==> config.mk <==
export PLATFORM = sky130hd
export DESIGN_NAME = frame_descrambler
export DESIGN_NICKNAME = d
export VERILOG_FILES = /design/src/rtl/frame_descrambler_pkg.sv /design/src/rtl/frame_descrambler_scr_lfsr7.sv /design/src/rtl/frame_descrambler.sv
export SDC_FILE = /design/constraint.sdc
export NUM_CORES = 1
export LEC_CHECK = 0
export CAP_MARGIN = 20
export CORE_MARGIN = 2
export CORE_UTILIZATION = 60
export CTS_CLUSTER_DIAMETER = 100
export DETAILED_ROUTE_END_ITERATION = 8
export PLACE_DENSITY = 0.84
export SYNTH_ARGS = -nofsm -noshare
export SYNTH_HDL_FRONTEND = slang
export SYNTH_SLANG_ARGS = --single-unit
==> constraint.sdc <==
create_clock -name clk -period 4.5 [get_ports clk]
set_input_delay 0.675 -clock clk [delete_from_list [all_inputs] [get_ports clk]]
set_output_delay 0.675 -clock clk [all_outputs]
set_load 0.05 [all_outputs]
==> src/rtl/frame_descrambler_pkg.sv <==
// frame_descrambler_pkg
//   Shared definitions for the frame descrambler and its LFSR datapath:
//   FSM state encoding, x^7+x^4+1 tap positions and the default LFSR seed.
package frame_descrambler_pkg;

    typedef enum logic [1:0] {
        IDLE = 2'd0,
        RUN  = 2'd1,
        DONE = 2'd2
    } state_t;

    localparam int unsigned TAP_HI       = 6;
    localparam int unsigned TAP_LO       = 3;
    localparam logic [6:0]  SEED_DEFAULT = 7'h7F;

endpackage

==> src/rtl/frame_descrambler_scr_lfsr7.sv <==
// scr_lfsr7
//   7-bit shift register for the x^7+x^4+1 multiplicative (self-synchronising)
//   scrambler/descrambler. out = in ^ sr[TAP_HI] ^ sr[TAP_LO].
//   SCRAMBLE=0 (receive): the received bit `in` is shifted in.
//   SCRAMBLE=1 (transmit): the scrambled bit `out` is shifted in.
// Ports:
//   clk   - clock, rising edge
//   reset - asynchronous active-low reset, loads SEED
//   load  - reload SEED (start of frame)
//   shift - advance the register by one bit
//   in    - serial input bit
//   out   - combinational scrambled/descrambled bit
module scr_lfsr7
    import frame_descrambler_pkg::*;
#(
    parameter logic [6:0] SEED     = SEED_DEFAULT,
    parameter bit         SCRAMBLE = 1'b0
) (
    input  logic clk,
    input  logic reset,
    input  logic load,
    input  logic shift,
    input  logic in,
    output logic out
);

    logic [6:0] sr;
    logic       fb;

    always_comb begin
        out = in ^ sr[TAP_HI] ^ sr[TAP_LO];
        fb  = SCRAMBLE ? out : in;
    end

    always_ff @(posedge clk or negedge reset) begin
        if (!reset) begin
            sr <= SEED;
        end else if (load) begin
            sr <= SEED;
        end else if (shift) begin
            sr <= {sr[5:0], fb};
        end
    end

endmodule

==> src/rtl/frame_descrambler.sv <==
// frame_descrambler
//   Serial frame descrambler (x^7+x^4+1, multiplicative). A level request in
//   IDLE latches `length`, reloads the LFSR and receives `length` bits, one
//   per clock. Each descrambled bit appears registered on dataOut one cycle
//   after sampling, qualified by ready. done pulses one cycle after the last
//   ready.
//   Optional macro FRAME_DESCRAMBLER_BYTE_OUT_EN adds an LSB-first byte packer
//   (byteOut/byteValid); a final partial byte is zero-padded and emitted
//   together with done.
// Ports:
//   clk       - clock, rising edge
//   reset     - asynchronous active-low reset
//   request   - start-of-frame request (sampled in IDLE only)
//   length    - frame length in bits (latched at frame start)
//   dataIn    - scrambled serial input
//   dataOut   - registered descrambled bit (0 when ready is low)
//   ready     - dataOut holds a valid frame bit
//   busy      - frame reception in progress
//   done      - one-cycle frame completion pulse
//   byteOut   - packed byte (macro builds only)
//   byteValid - byteOut valid pulse (macro builds only)
module frame_descrambler
    import frame_descrambler_pkg::*;
#(
    parameter int unsigned LEN_W = 12,
    parameter logic [6:0]  SEED  = SEED_DEFAULT
) (
    input  logic             clk,
    input  logic             reset,
    input  logic             request,
    input  logic [LEN_W-1:0] length,
    input  logic             dataIn,
    output logic             dataOut,
    output logic             ready,
    output logic             busy,
    output logic             done
`ifdef FRAME_DESCRAMBLER_BYTE_OUT_EN
    ,
    output logic [7:0]       byteOut,
    output logic             byteValid
`endif
);

    state_t           state, state_n;
    logic [LEN_W-1:0] len_q;
    logic [LEN_W-1:0] cnt;
    logic             load;
    logic             shift;
    logic             descr_bit;

    scr_lfsr7 #(
        .SEED     (SEED),
        .SCRAMBLE (1'b0)
    ) u_lfsr (
        .clk   (clk),
        .reset (reset),
        .load  (load),
        .shift (shift),
        .in    (dataIn),
        .out   (descr_bit)
    );

    always_ff @(posedge clk or negedge reset) begin
        if (!reset) begin
            state <= IDLE;
        end else begin
            state <= state_n;
        end
    end

    always_comb begin
        state_n = state;
        load    = 1'b0;
        shift   = 1'b0;
        busy    = 1'b0;
        case (state)
            IDLE: begin
                if (request) begin
                    if (length != '0) begin
                        state_n = RUN;
                        load    = 1'b1;
                    end else begin
                        state_n = DONE;
                    end
                end
            end
            RUN: begin
                busy  = 1'b1;
                shift = 1'b1;
                if (cnt == len_q - LEN_W'(1)) begin
                    state_n = DONE;
                end
            end
            DONE:    state_n = IDLE;
            default: state_n = IDLE;
        endcase
    end

    // ready/dataOut trail the sampling cycle by one; done trails the DONE
    // state by one so it lands right after the final ready.
    always_ff @(posedge clk or negedge reset) begin
        if (!reset) begin
            len_q   <= '0;
            cnt     <= '0;
            dataOut <= 1'b0;
            ready   <= 1'b0;
            done    <= 1'b0;
        end else begin
            ready   <= shift;
            dataOut <= shift & descr_bit;
            done    <= (state == DONE);
            if (load) begin
                len_q <= length;
                cnt   <= '0;
            end else if (shift) begin
                cnt <= cnt + LEN_W'(1);
            end
        end
    end

`ifdef FRAME_DESCRAMBLER_BYTE_OUT_EN
    logic [7:0] acc, acc_n;
    logic [2:0] idx, idx_n;
    logic       emit;

    // The last frame bit is on dataOut during the DONE state, so it is
    // folded in before deciding whether a partial byte must be flushed.
    always_comb begin
        acc_n = acc;
        idx_n = idx;
        if (ready) begin
            acc_n[idx] = dataOut;
            idx_n      = idx + 3'd1;
        end
        emit = (ready && idx == 3'd7) || (state == DONE && idx_n != 3'd0);
    end

    always_ff @(posedge clk or negedge reset) begin
        if (!reset) begin
            acc       <= '0;
            idx       <= '0;
            byteOut   <= '0;
            byteValid <= 1'b0;
        end else begin
            byteValid <= emit;
            if (emit) begin
                byteOut <= acc_n;
                acc     <= '0;
                idx     <= '0;
            end else begin
                acc <= acc_n;
                idx <= idx_n;
            end
        end
    end
`else
    // byte packer not present in this build
`endif

endmodule
==> results by group <==
Logic synthesis
  • Synth unique cells: 42
  • Area leader, netlist: dfrtp_1
  • Cell count after synthesis: 213
  • YS warnings: 0
  • Post-synth EDFFs: 0
  • Synth Cell Area: 1940 um^2
  • Syn_area_per_cell: 9.12 um^2
  • Count leader, synth: nand2_1
  • Area share of the largest cell type after synthesis: 37.4%
  • Post-synthesis sequential area ratio: 46.8%
  • Post-Syn Nets: 231
  • Synthesized flop and latch total: 36
  • Top post-synthesis cells by count: nand2_1 (54), dfrtp_1 (29), nor2_1 (18)
  • Post-synth top flop: dfrtp_1
  • Async S/R FF share, synth: 100%
  • Area contributors post-synth: dfrtp_1 (37%), nand2_1 (10%), dfstp_2 (9.5%)

Worst setup path
  • Buffer and inverter count on the worst path: 2
  • Crit-path slowest cell: clkdlybuf4s50_1
  • Crit-path cells: nand2b_1 -> inv_1 -> clkdlybuf4s50_1
  • Slowest stage delay, CP: 0.89 ns
  • Crit end category: primary output
  • Critical path type: register to primary output
  • Critical path launch point type: register
  • CP top delay family: buffers and inverters
  • CP required: 3.83 ns
  • Worst EP arrival: 2.44 ns
  • Worst-path fanout max: 14

STA
  • Period minus WS final: 3.11 ns
  • RSZ-0062 raised after global routing: false
  • Setup tns final: 0 ns
  • Worst slew pin tran: 0.520 ns
  • Slew HR: 65.2%
  • Final Hold Vio Count: 0
  • Fmax: 321 MHz
  • Part of the cycle the worst path needs: 69.2%
  • Fin Clk Skew: 0.0121 ns
  • # setup viols final: 0
  • Max-slew violation count: 0

Die
  • Cell row count: 20
  • Die area: 3710 um^2
  • Io pins: 20
  • Die Ht: 60.9 um
  • Die Wd: 60.9 um
  • Core Footprint: 3080 um^2
  • Starting density of the core: 63.1%

Power and ir drop
  • PwrDens: 640 nW/um^2
  • Worst vdd rail ir drop: 0.356 mV
  • Pwr Total: 1440 uW
  • Leakage: 0.000989 uW

Clock network
  • Clock Path Buffers: 2
  • # hold bufs at CTS: 0
  • Number of gates resized after CTS: 0
  • CTS Buf Count: 5
  • CTS tree: done
  • Worst skew pair latency: 0.34 ns
  • Post-CTS setup buffers: 0
  • H-tree Lvls: 2
  • Clk pin slew, worst setup/hold paths: 0.10 ns
  • Clk sink count: 36
  • CTS root buffer: clkbuf_4

Cells and area
  • FILL cells: 233
  • Ant diodes: 0
  • Post-layout nets: 249
  • Register Area: 910 um^2
  • Share of layout cells above drive strength 1: 10.3%
  • Area Overhead vs Synth: 15.5%
  • Multi-input gate area: 986 um^2

Job
  • Max Cap Viol: 0

Drt
  • Number of detailed-route iterations in the first pass: 4
  • Drt via density: 5.80
  • Routed Wire Length: 4170 um
  • Routed Antenna Nets: 0
  • Avg WL per Cell: 15.1 um
  • Routed via count: 1602
  • DRC viols: 0
  • Drt first-iter violations: 87

GRT
  • Initial antenna violation count: 0
  • Largest net degree at the start of global routing: 37
  • Total congestion overflow: 0
  • Vias in the first global route: 1594
  • GRT Overall Usage: 25.8%
  • Global-route wire length before repair: 7000 um

Placement
  • GPL Wtd Cong: 0.811
  • Count of input and output buffers: 19
  • Post-DP HPWL: 3030 um

Run status
  • Status: completed

Min path
  • HP Class: register to register
-- state kept, by name, summed over array words and instances, names as in the netlist --
name	flops
done	1
cnt	12
len_q	12
ready	1
u_lfsr.sr	7
dataOut	1
state	2
-- path summary, 6_finish.rpt --
check / start / endpoint / slack, ns / cells after the start
max: state[1] / busy / 1.39 / 3
min: u_lfsr.sr[0] / u_lfsr.sr[0] / 0.50 / 2
max reg2reg: len_q[0] / state[0] / 2.14 / 8
min reg2reg: u_lfsr.sr[0] / u_lfsr.sr[0] / 0.50 / 2
max in group asynchronous: reset / u_lfsr.sr[5] / 3.42 / 2
min in group asynchronous: reset / cnt[3] / 0.74 / 2
-- layout by cell type, fill, tap and decap left out, types with 2 or more instances in the layout --
cell type / netlist / routed
nor3_1: 2 / 2
clkbuf_4: 0 / 5
ha_1: 2 / 2
inv_1: 4 / 4
or4_1: 2 / 2
xnor2_1: 11 / 11
and3_1: 4 / 4
xor2_1: 15 / 15
o21ai_0: 2 / 2
clkdlybuf4s50_1: 0 / 19
dfstp_2: 7 / 7
nor4_1: 6 / 6
nand2b_1: 3 / 3
clkbuf_8: 0 / 2
dfrtp_1: 29 / 29
a21oi_1: 3 / 3
nor2_1: 18 / 18
nand2_1: 54 / 54
nand3b_1: 2 / 2
nand4_1: 5 / 5
nand3_1: 12 / 12
and2_1: 2 / 2
-- power breakdown --
part           total, uW  switching (uW)  internal, uW
sequential           644             173           471
combinational        599             331           268
clock                193             101          91.9
-- metal layers --
layer | track usage (%) | wire length, um | vias up
met4 | 9.32 | 81 | 0
met2 | 44.4 | 2130 | 45
li1 | - | - | 756
met3 | 7.04 | 188 | 10
met1 | 30.9 | 1770 | 791
met5 | 0 | 0 | -
-- tightest hold or removal path, cell delays in order (launching register included) --
cell	delay (ns)
dfstp_2	0.38
nand2_1	0.05
nand3_1	0.07
-- metrics by stage --
step | instances | hold WS (ns) | utilization, % | cell area (um^2) | setup slack (ns)
4_1_cts | 275 | 0.497 | 72.5 | 2230 | 1.40
3_3_place_gp | 267 | 0.470 | 70.3 | 2160 | 1.78
5_1_grt | 276 | 0.521 | 72.9 | 2240 | 1.25
6_report | 276 | 0.497 | 72.9 | 2240 | 1.39
2_1_floorplan | 213 | 0.379 | - | 1940 | 2.37
3_5_place_dp | 267 | 0.482 | 70.3 | 2160 | 1.62
-- final cells by class --
class                           instances  area share, %
Multi-Input combinational cell        163           43.9
Sequential cell                        36           40.5
Timing Repair Buffer                   21           9.31
Clock buffer                            8           3.07
Tap cell                               44           2.45
Inverter                                4          0.669
-- cell families after synthesis --
group | after synthesis | synth area share, %
flip-flops | 36 | 46.8
buffers and inverters | 14 | 2.83
XOR/XNOR | 26 | 11.7
adder cells (fa/ha/maj) | 2 | 1.29
AND/OR/NAND/NOR | 123 | 32.1
AO/OA/AOI/OAI | 12 | 5.22
Power figures use the tool's default switching activity.
